[config.mk]
export PLATFORM = sky130hd
export DESIGN_NAME = data_mem_master
export DESIGN_NICKNAME = d
export VERILOG_FILES = /design/src/rtl/mem_master_pkg.sv /design/src/rtl/mem_lane_align.sv /design/src/rtl/data_mem_master.sv
export SDC_FILE = /design/constraint.sdc
export NUM_CORES = 1
export LEC_CHECK = 0
export CAP_MARGIN = 20
export CORE_MARGIN = 5
export CORE_UTILIZATION = 55
export DETAILED_ROUTE_END_ITERATION = 6
export PLACE_DENSITY = 0.95
export SYNTH_ARGS = -nofsm -noshare
export SYNTH_HDL_FRONTEND = slang
export SYNTH_SLANG_ARGS = --single-unit
[constraint.sdc]
create_clock -name clk -period 9.4 [get_ports clk]
set_input_delay 1.88 -clock clk [delete_from_list [all_inputs] [get_ports clk]]
set_output_delay 1.88 -clock clk [all_outputs]
set_load 0.1 [all_outputs]
[src/rtl/mem_master_pkg.sv]
// Shared encodings for the data-memory load/store engine.
package mem_master_pkg;

   localparam int WADDR_W = 18;

   localparam logic [1:0] SZ_BYTE = 2'd0;
   localparam logic [1:0] SZ_HALF = 2'd1;
   localparam logic [1:0] SZ_WORD = 2'd2;
   localparam logic [1:0] SZ_RSVD = 2'd3;

   // A reserved size is answered straight from IDLE, so no separate error state is needed.
   typedef enum logic [2:0] {
      ST_IDLE = 3'd0,
      ST_ACC1 = 3'd1,
      ST_ACC2 = 3'd2,
      ST_WAIT = 3'd3
   } state_t;

endpackage

[src/rtl/mem_lane_align.sv]
// Lane enables, shifted store data and extended load data for a size/offset pair.
module mem_lane_align
   import mem_master_pkg::*;
(
   input  logic [1:0]  i_size,
   input  logic [1:0]  i_offset,
   input  logic [31:0] i_wdata,
   input  logic [31:0] i_word_lo,
   input  logic [31:0] i_word_hi,
   input  logic        i_unsigned,
   output logic        o_cross,
   output logic [3:0]  o_be1,
   output logic [3:0]  o_be2,
   output logic [31:0] o_wdata1,
   output logic [31:0] o_wdata2,
   output logic [31:0] o_rdata
);

   logic [3:0]  w_base;
   logic [7:0]  w_lanes;
   logic [4:0]  w_shamt;
   logic [63:0] w_wshift;
   logic [31:0] w_rsel;

   always_comb begin
      w_base = 4'b0000;
      case (i_size)
         SZ_BYTE: w_base = 4'b0001;
         SZ_HALF: w_base = 4'b0011;
         SZ_WORD: w_base = 4'b1111;
         default: w_base = 4'b0000;
      endcase
   end

   // Lanes spilling into the upper nibble belong to the next word.
   assign w_lanes  = {4'b0000, w_base} << i_offset;
   assign o_be1    = w_lanes[3:0];
   assign o_be2    = w_lanes[7:4];
   assign o_cross  = (w_lanes[7:4] != 4'b0000);

   assign w_shamt  = {i_offset, 3'b000};
   assign w_wshift = {32'h0000_0000, i_wdata} << w_shamt;
   assign o_wdata1 = w_wshift[31:0];
   assign o_wdata2 = w_wshift[63:32];

   assign w_rsel   = 32'({i_word_hi, i_word_lo} >> w_shamt);

   always_comb begin
      o_rdata = 32'h0000_0000;
      case (i_size)
         SZ_BYTE: o_rdata = i_unsigned ? {24'h000000, w_rsel[7:0]}
                                       : {{24{w_rsel[7]}}, w_rsel[7:0]};
         SZ_HALF: o_rdata = i_unsigned ? {16'h0000, w_rsel[15:0]}
                                       : {{16{w_rsel[15]}}, w_rsel[15:0]};
         SZ_WORD: o_rdata = w_rsel;
         default: o_rdata = 32'h0000_0000;
      endcase
   end

endmodule

[src/rtl/data_mem_master.sv]
// Load/store engine: one request at a time, split into one or two word accesses.
// Handshake: a request transfers on a rising edge where req_valid && req_ready; rsp_valid is a one-cycle pulse.
module data_mem_master
   import mem_master_pkg::*;
(
   input  logic        clk,
   input  logic        rst,
   input  logic        req_valid,
   output logic        req_ready,
   input  logic        req_we,
   input  logic [1:0]  req_size,
   input  logic        req_unsigned,
   input  logic [31:0] req_addr,
   input  logic [31:0] req_wdata,
   output logic        rsp_valid,
   output logic [31:0] rsp_rdata,
   output logic        rsp_err,
   output logic        mem_write,
   output logic [3:0]  byte_en,
   output logic [17:0] write_addr,
   output logic [17:0] read_addr,
   output logic [31:0] write_data,
   input  logic [31:0] read_data,
   output logic [2:0]  dbg_state
);

   state_t               r_state;
   logic                 r_req_ready, r_rsp_valid, r_rsp_err, r_mem_write;
   logic [3:0]           r_byte_en, r_be2;
   logic [WADDR_W-1:0]   r_write_addr, r_read_addr, r_w2;
   logic [31:0]          r_write_data, r_rsp_rdata, r_wd2, r_word0;
   logic                 r_we, r_uns, r_cross;
   logic [1:0]           r_size, r_off;

   logic                 w_idle, w_cross, w_unused;
   logic [1:0]           w_size, w_off;
   logic [3:0]           w_be1, w_be2;
   logic [31:0]          w_wd1, w_wd2, w_rdata, w_word_lo, w_word_hi;
   logic [WADDR_W-1:0]   w_waddr;

   // The aligner sees the live request in IDLE and the captured one afterwards.
   assign w_idle    = (r_state == ST_IDLE);
   assign w_size    = w_idle ? req_size     : r_size;
   assign w_off     = w_idle ? req_addr[1:0] : r_off;
   assign w_waddr   = req_addr[19:2];
   assign w_word_lo = r_cross ? r_word0   : read_data;
   assign w_word_hi = r_cross ? read_data : 32'h0000_0000;
   assign w_unused  = ^req_addr[31:20];

   mem_lane_align u_align (
      .i_size     (w_size),
      .i_offset   (w_off),
      .i_wdata    (req_wdata),
      .i_word_lo  (w_word_lo),
      .i_word_hi  (w_word_hi),
      .i_unsigned (r_uns),
      .o_cross    (w_cross),
      .o_be1      (w_be1),
      .o_be2      (w_be2),
      .o_wdata1   (w_wd1),
      .o_wdata2   (w_wd2),
      .o_rdata    (w_rdata)
   );

   always_ff @(posedge clk) begin
      if (rst) begin
         r_state      <= ST_IDLE;
         r_req_ready  <= 1'b1;
         r_rsp_valid  <= 1'b0;
         r_rsp_err    <= 1'b0;
         r_rsp_rdata  <= 32'h0000_0000;
         r_mem_write  <= 1'b0;
         r_byte_en    <= 4'b0000;
         r_write_addr <= '0;
         r_read_addr  <= '0;
         r_write_data <= 32'h0000_0000;
         r_we         <= 1'b0;
         r_uns        <= 1'b0;
         r_cross      <= 1'b0;
         r_size       <= SZ_BYTE;
         r_off        <= 2'b00;
         r_w2         <= '0;
         r_be2        <= 4'b0000;
         r_wd2        <= 32'h0000_0000;
         r_word0      <= 32'h0000_0000;
      end else begin
         r_rsp_valid <= 1'b0;
         r_rsp_err   <= 1'b0;
         r_mem_write <= 1'b0;
         r_byte_en   <= 4'b0000;
         case (r_state)
            ST_IDLE: begin
               if (req_valid) begin
                  r_we    <= req_we;
                  r_uns   <= req_unsigned;
                  r_size  <= req_size;
                  r_off   <= req_addr[1:0];
                  r_cross <= w_cross;
                  r_w2    <= w_waddr + 18'd1;
                  r_be2   <= w_be2;
                  r_wd2   <= w_wd2;
                  if (req_size == SZ_RSVD) begin
                     r_rsp_valid <= 1'b1;
                     r_rsp_err   <= 1'b1;
                     r_rsp_rdata <= 32'h0000_0000;
                  end else begin
                     r_state     <= ST_ACC1;
                     r_req_ready <= 1'b0;
                     if (req_we) begin
                        r_mem_write  <= 1'b1;
                        r_byte_en    <= w_be1;
                        r_write_addr <= w_waddr;
                        r_write_data <= w_wd1;
                     end else begin
                        r_read_addr  <= w_waddr;
                     end
                  end
               end
            end
            ST_ACC1: begin
               if (r_cross) begin
                  r_state <= ST_ACC2;
                  if (r_we) begin
                     r_mem_write  <= 1'b1;
                     r_byte_en    <= r_be2;
                     r_write_addr <= r_w2;
                     r_write_data <= r_wd2;
                  end else begin
                     r_read_addr  <= r_w2;
                  end
               end else if (r_we) begin
                  r_state     <= ST_IDLE;
                  r_req_ready <= 1'b1;
                  r_rsp_valid <= 1'b1;
                  r_rsp_rdata <= 32'h0000_0000;
               end else begin
                  r_state <= ST_WAIT;
               end
            end
            ST_ACC2: begin
               r_word0 <= read_data;
               if (r_we) begin
                  r_state     <= ST_IDLE;
                  r_req_ready <= 1'b1;
                  r_rsp_valid <= 1'b1;
                  r_rsp_rdata <= 32'h0000_0000;
               end else begin
                  r_state <= ST_WAIT;
               end
            end
            ST_WAIT: begin
               r_state     <= ST_IDLE;
               r_req_ready <= 1'b1;
               r_rsp_valid <= 1'b1;
               r_rsp_rdata <= w_rdata;
            end
            default: begin
               r_state     <= ST_IDLE;
               r_req_ready <= 1'b1;
            end
         endcase
      end
   end

   assign req_ready  = r_req_ready;
   assign rsp_valid  = r_rsp_valid;
   assign rsp_err    = r_rsp_err;
   assign rsp_rdata  = r_rsp_rdata;
   assign mem_write  = r_mem_write;
   assign byte_en    = r_byte_en;
   assign write_addr = r_write_addr;
   assign read_addr  = r_read_addr;
   assign write_data = r_write_data;
   assign dbg_state  = r_state;

endmodule
* After elaboration in Yosys (flattened, before gate mapping)
Index checks and enable logic that the tools add are counted.
Word-level totals: register bits after elaboration 204, input bits 103, output and inout bits 111, logic and storage cells 108
Cells by class: add/sub/neg operators 1, eq/ne operators 15, shift operators 3, muxes and demuxes 57, bitwise logic cells 1, reductions and logical operators 12
Operator list (count):
- $mux 32 | 13
- $mux 18 | 10
- $pmux 32 s4 | 1
- $pmux 32 s3 | 1
- $pmux 18 s2 | 2
- $pmux 32 s2 | 1
- $shl 32x5->64 | 1
- $shr 64x5->32 | 1
- $mux 4 | 5
- $add 18x1->18 const B | 1
- $ne 2x2->1 const B | 8
- $mux 1 | 12
- $pmux 4 s3 | 1
- $reduce_and 6->1 | 2
- $pmux 3 s3 | 1
- $mux 2 | 4
- $pmux 4 s2 | 1
- $reduce_bool 4->1 | 2
- $shl 4x2->8 | 1
- $eq 3x2->1 const B | 2
- $mux 3 | 2
- $eq 2x2->1 const B | 2
- $pmux 1 s4 | 1
- $reduce_and 2->1 | 2
- 12 further kinds | 12

* Longest topological paths before layout
depth in word-level cells 9, mapped depth 13, gate-level depth less buffers 10

* Hierarchy
Synthesis repeated with hierarchy kept, for this count alone.
Unflattened totals: cells, all modules 1235, area total of the unflattened synthesis 10639.0 µm²
Modules (own cells, without submodules):
- data_mem_master | instances 1, cells an instance 971, area an instance 8592.0 µm², sequential area each 4063.9 µm²
- mem_lane_align | instances 1, cells an instance 264, area an instance 2047.0 µm², sequential area each 0.0 µm²

* Least setup slack after synthesis
OpenSTA, ideal clock, no wires.
kind input -> register, start point in req_size[0], end point reg r_rsp_rdata[20], in the netlist rsp_rdata[20], setup time 82 ps, arrival time 3961 ps, data required time 9318 ps, slack 5357 ps, stages 9, path buffers 2, path through mux2i_1 -> inv_1 -> ha_1 -> nand2b_1 -> or3b_2 -> or3_1 -> clkbuf_1 -> clkbuf_1 -> o2111ai_1
On the way: longest elaborated chain between the ends 4, elaborated cells on any way between the ends 9, classes of those cells eq/ne: 4; mux: 3; reduce/logical: 2
Ends and longest elaborated chain:
- start: declaration | RTL line data_mem_master.sv:11 | input logic [1:0] req_size,
- $mux 2 | RTL line data_mem_master.sv:43 | assign w_size = w_idle ? req_size : r_size;
- $eq 2x2->1 (tied with other cells) | RTL line mem_lane_align.sv:50 | case (i_size)
- $pmux 32 s3 | RTL line mem_lane_align.sv:50
- $pmux 32 s4 | RTL line data_mem_master.sv:91 | case (r_state)
- end signal: assignment | RTL line data_mem_master.sv:155 | r_rsp_rdata <= w_rdata;
- end: declaration | RTL line data_mem_master.sv:31 | logic [31:0] r_write_data, r_rsp_rdata, r_wd2, r_word0;
Several ways; a longest one is shown, not always the timed one. A chain may end at the register's enable or synchronous reset.

* Worst setup path in the final report
start point in req_addr[0], end point reg r_rsp_rdata[29], in the netlist rsp_rdata[29]
On the way: longest elaborated chain between the ends 5, elaborated cells on any way between the ends 6, classes of those cells shift: 1; mux: 5
Ends and longest elaborated chain:
- start: declaration | RTL line data_mem_master.sv:13 | input logic [31:0] req_addr,
- $mux 2 * | RTL line data_mem_master.sv:44 | assign w_off = w_idle ? req_addr[1:0] : r_off;
- $shr 64x5->32 * | RTL line mem_lane_align.sv:46 | assign w_rsel = 32'({i_word_hi, i_word_lo} >> w_shamt);
- $mux 32 (on tied branches) | RTL line mem_lane_align.sv:53, mem_lane_align.sv:51
- $pmux 32 s3 * | RTL line mem_lane_align.sv:50
- $pmux 32 s4 * | RTL line data_mem_master.sv:91
Every way passes the cells marked *; elsewhere a longest branch is shown, timed or not.

==> qor.csv <==
stage,metric,value,unit
detailed_routing,routedWlPerCell,20.3,um
worst_setup_path,worstSetupStartpointType,input port,
cells_and_area,finalInstanceArea,12000,um2
die,die_w,140,um
cells_and_area,seqCellArea,3880,um2
detailed_routing,drt-total-wl,29000,um
clock_network,cts_resized,0,
clock_network,htreeDepth,4,
timing,finalSetupViolCount,0,
clock_network,clkSinkCount,194,
die,die-area,19600,um2
job,maxCapViolCount,0,
global_routing,grtUsageTotal,0.283,
die,io-pin-count,214,
placed_design,place_area,11400,um2
placed_design,hpwl,18800,um
die,die_h,140,um
global_routing,grt.overflow.total,0,
placed_design,gp_congestion,0.900,
detailed_routing,antenna_left,0,
logic_synthesis,yosysMostFrequentCell,dfxtp_1,
detailed_routing,num_vias,8973,
timing,finalCriticalPeriod,4.66,ns
worst_setup_path,crit_chain,"clkdlybuf4s50_1, mux2_4, mux2i_1, and3_1, o311ai_4, o2111ai_1",
placed_design,dp.cells,1393,
worst_setup_path,slowest_delay,0.89,ns
pwr,pwr-share-comb,0.583,
logic_synthesis,synth_seq_cells,194,
clock_network,ctsHoldBuffers,0,
pwr,seqPwrFrac,0.254,
global_routing,grt_first_pass_wirelength,45600,um
clock_network,clk_path_buf_depth,2,
timing,post-route-period-util,0.496,
detailed_routing,vias_per_cell,6.28,
logic_synthesis,yosysTopAreaCellShare,0.417,
pwr,switching_share,0.524,
worst_setup_path,critical_path_arrival,4.93,ns
worst_setup_path,cp_slowest_cell,mux2_4,
clock_network,cts.clk_slew.worst_paths,0.08,ns
timing,skew,0.0104,ns
worst_setup_path,worst-path-max-fanout,71,
placed_design,port_buffers,200,
worst_setup_path,setup.worst_path.end_class,flop,
timing,fmax,214,MHz
logic_synthesis,synth_cells,1044,
logic_synthesis,synth_top_cell_by_area,dfxtp_1,
detailed_routing,first_pass_iters,5,
worst_setup_path,crit_required,9.67,ns
global_routing,antenna_found_initial,1,
die,rows,47,
detailed_routing,drc,0,
logic_synthesis,synthesis.nets,1157,
logic_synthesis,synth_top_cells_by_area,"dfxtp_1 (42%), mux2i_1 (13%), nor2_1 (6.9%), a211oi_1 (5.0%), nand2_1 (4.5%)",
clock_network,cts_root_buf,clkbuf_16,
timing,finalMaxSlewViolations,0,
detailed_routing,first_iter_violations,953,
cells_and_area,multi_input_area,5070,um2
pwr,powerDensity,374,nW/um2
pwr,vdd_drop_max,0.284,mV
logic_synthesis,synth_edf_count,0,
timing,hold_violations,0,
logic_synthesis,synth.distinct_cells,56,
global_routing,grt_max_degree,91,
worst_setup_path,worst-setup-path-type,in -> reg,
clock_network,cts_setup_buffers,0,
logic_synthesis,synthFlopType,dfxtp_1,
die,floorplan.initialDensity,0.561,
pwr,pwr-share-clk,0.163,
pwr,leakage,4.31,nW
clock_network,clk_latency,0.45,ns
logic_synthesis,syn_avg_cell_area,8.91,um2
logic_synthesis,ys_warn_count,0,
logic_synthesis,yosysSeqAreaShare,0.417,
logic_synthesis,syn_area,9300,um2
clock_network,cts_buffers,17,
clock_network,cts_tree,done,
pwr,cellInternalPower,0.00213,W
timing,max-slew-margin-rel,0.251,
pwr,p_sw,0.00235,W
global_routing,grt_pass1_vias,8748,
cells_and_area,final_cells,1428,
timing,worst_pin_slew,1.11,ns
cells_and_area,final.fill_count,1166,
timing,finalWorstSetupSlack,4.74,ns
timing,rsz0062_at_grt,false,
placed_design,pre_cts_ws,4.42,ns
logic_synthesis,synth_common_cells,"dfxtp_1 (194), nor2_1 (172), mux2i_1 (120)",
logic_synthesis,async_flop_share,0,
run_status,outcome,completed,
die,coreArea,16600,um2
timing,tns,0,ns
cells_and_area,final_nets,1306,
pwr,power,0.00448,W
cells_and_area,area_delta_synth_final,28.7,%
worst_hold_path,hold_path_class,reg -> reg,
cells_and_area,drive_gt1_frac,0.0663,
[path summary, 6_finish.rpt]
kind                             startpoint                          to  slack, ns  cells past startpoint
setup reg to reg  dbg_state[1]$_SDFFE_PP0P_  rsp_rdata[29]$_SDFFE_PP0P_       5.29                      7
setup / recovery                req_addr[0]  rsp_rdata[29]$_SDFFE_PP0P_       4.74                      6
hold reg to reg        r_w2[1]$_SDFFE_PP0P_        r_w2[1]$_SDFFE_PP0P_       0.46                      2
hold / removal         r_w2[1]$_SDFFE_PP0P_        r_w2[1]$_SDFFE_PP0P_       0.46                      2
[power groups by stage]
| stage | sequential [W] | clock (W) | combinational (W) |
|---|---|---|---|
| after floorplan | 0.00200 | 0 | 0.00112 |
| after global placement | 0.00114 | 0 | 0.00251 |
| after detailed placement | 0.00115 | 0 | 0.00256 |
| after CTS | 0.00114 | 0.000727 | 0.00259 |
| after global routing | 0.00116 | 0.000762 | 0.00275 |
| final | 0.00114 | 0.000728 | 0.00261 |
[registers in the layout, summed over array words and instances, names as in the netlist, 2 cells and up]
name / count
r_word0: 32
read_addr: 18
r_wd2: 24
r_w2: 18
rsp_rdata: 32
r_off: 2
write_data: 32
byte_en: 4
dbg_state: 2
write_addr: 18
r_be2: 3
r_size: 2
[cell families (layout without fill, tap and decap cells)]
group           Yosys count  in the layout  synth area share
simple gates            374            374             0.170
compound gates          217            217             0.178
flops                   194            194             0.417
mux                     141            141             0.165
buf+inv                  94            256            0.0436
xor+xnor                 13             13            0.0122
fa+ha+maj                10             10            0.0134
other cells               1              3          0.000403
[layout make-up]
class,instances,share of cell area
repair buffers,213,0.176
flip-flops and latches,194,0.324
well taps,220,0.0230
diodes,2,0.000418
multi-input cells,756,0.423
inverters,11,0.00345
clock buffers,17,0.0355
clock inverters,15,0.0141
[per-stage QoR]
stage | hold slack (ns) | utilization
global placement | 0.433 | 0.684
detailed placement | 0.443 | 0.685
CTS | 0.461 | 0.721
finish | 0.459 | 0.722
global route | 0.478 | 0.722
floorplan | 0.432 | -
[cell usage in the layout (no fill, tap or decap), types with 5 or more instances in the layout]
cell type and count:
a211oi_1 62, a21oi_1 31, a221o_1 8, a221oi_1 17
a22oi_1 8, a31oi_1 9, a32oi_1 17, and3_1 5
buf_4 12, clkbuf_16 17, clkdlybuf4s50_1 199, dfxtp_1 194
ha_1 8, inv_1 10, mux2_2 11, mux2i_1 119
mux4_2 7, nand2_1 111, nand2b_1 17, nand3_1 17
nor2_1 172, nor3_1 33, o2111ai_1 14, o21a_1 8
o21ai_0 14, o22ai_1 9, o2bb2ai_1 6, xnor2_1 7
xor2_1 6
[critical path, delay by kind of cell]
| family | cells | cell delay, ns |
|---|---|---|
| AOI/OAI and AO/OA | 2 | 1.01 |
| buffers and inverters | 1 | 0.57 |
| muxes | 2 | 1.16 |
| and+or+nand+nor | 1 | 0.28 |
[per-layer routing]
layer / up-vias / share of wire / GRT usage / routed length [um]
li1: 4067 / - / - / -
met1: 4270 / 0.40 / 0.361 / 11700
met2: 525 / 0.47 / 0.450 / 13500
met3: 111 / 0.082 / 0.0627 / 2390
met4: 0 / 0.046 / 0.147 / 1330
met5: - / 0 / 0 / 0
(Power assumes the default switching activity.)
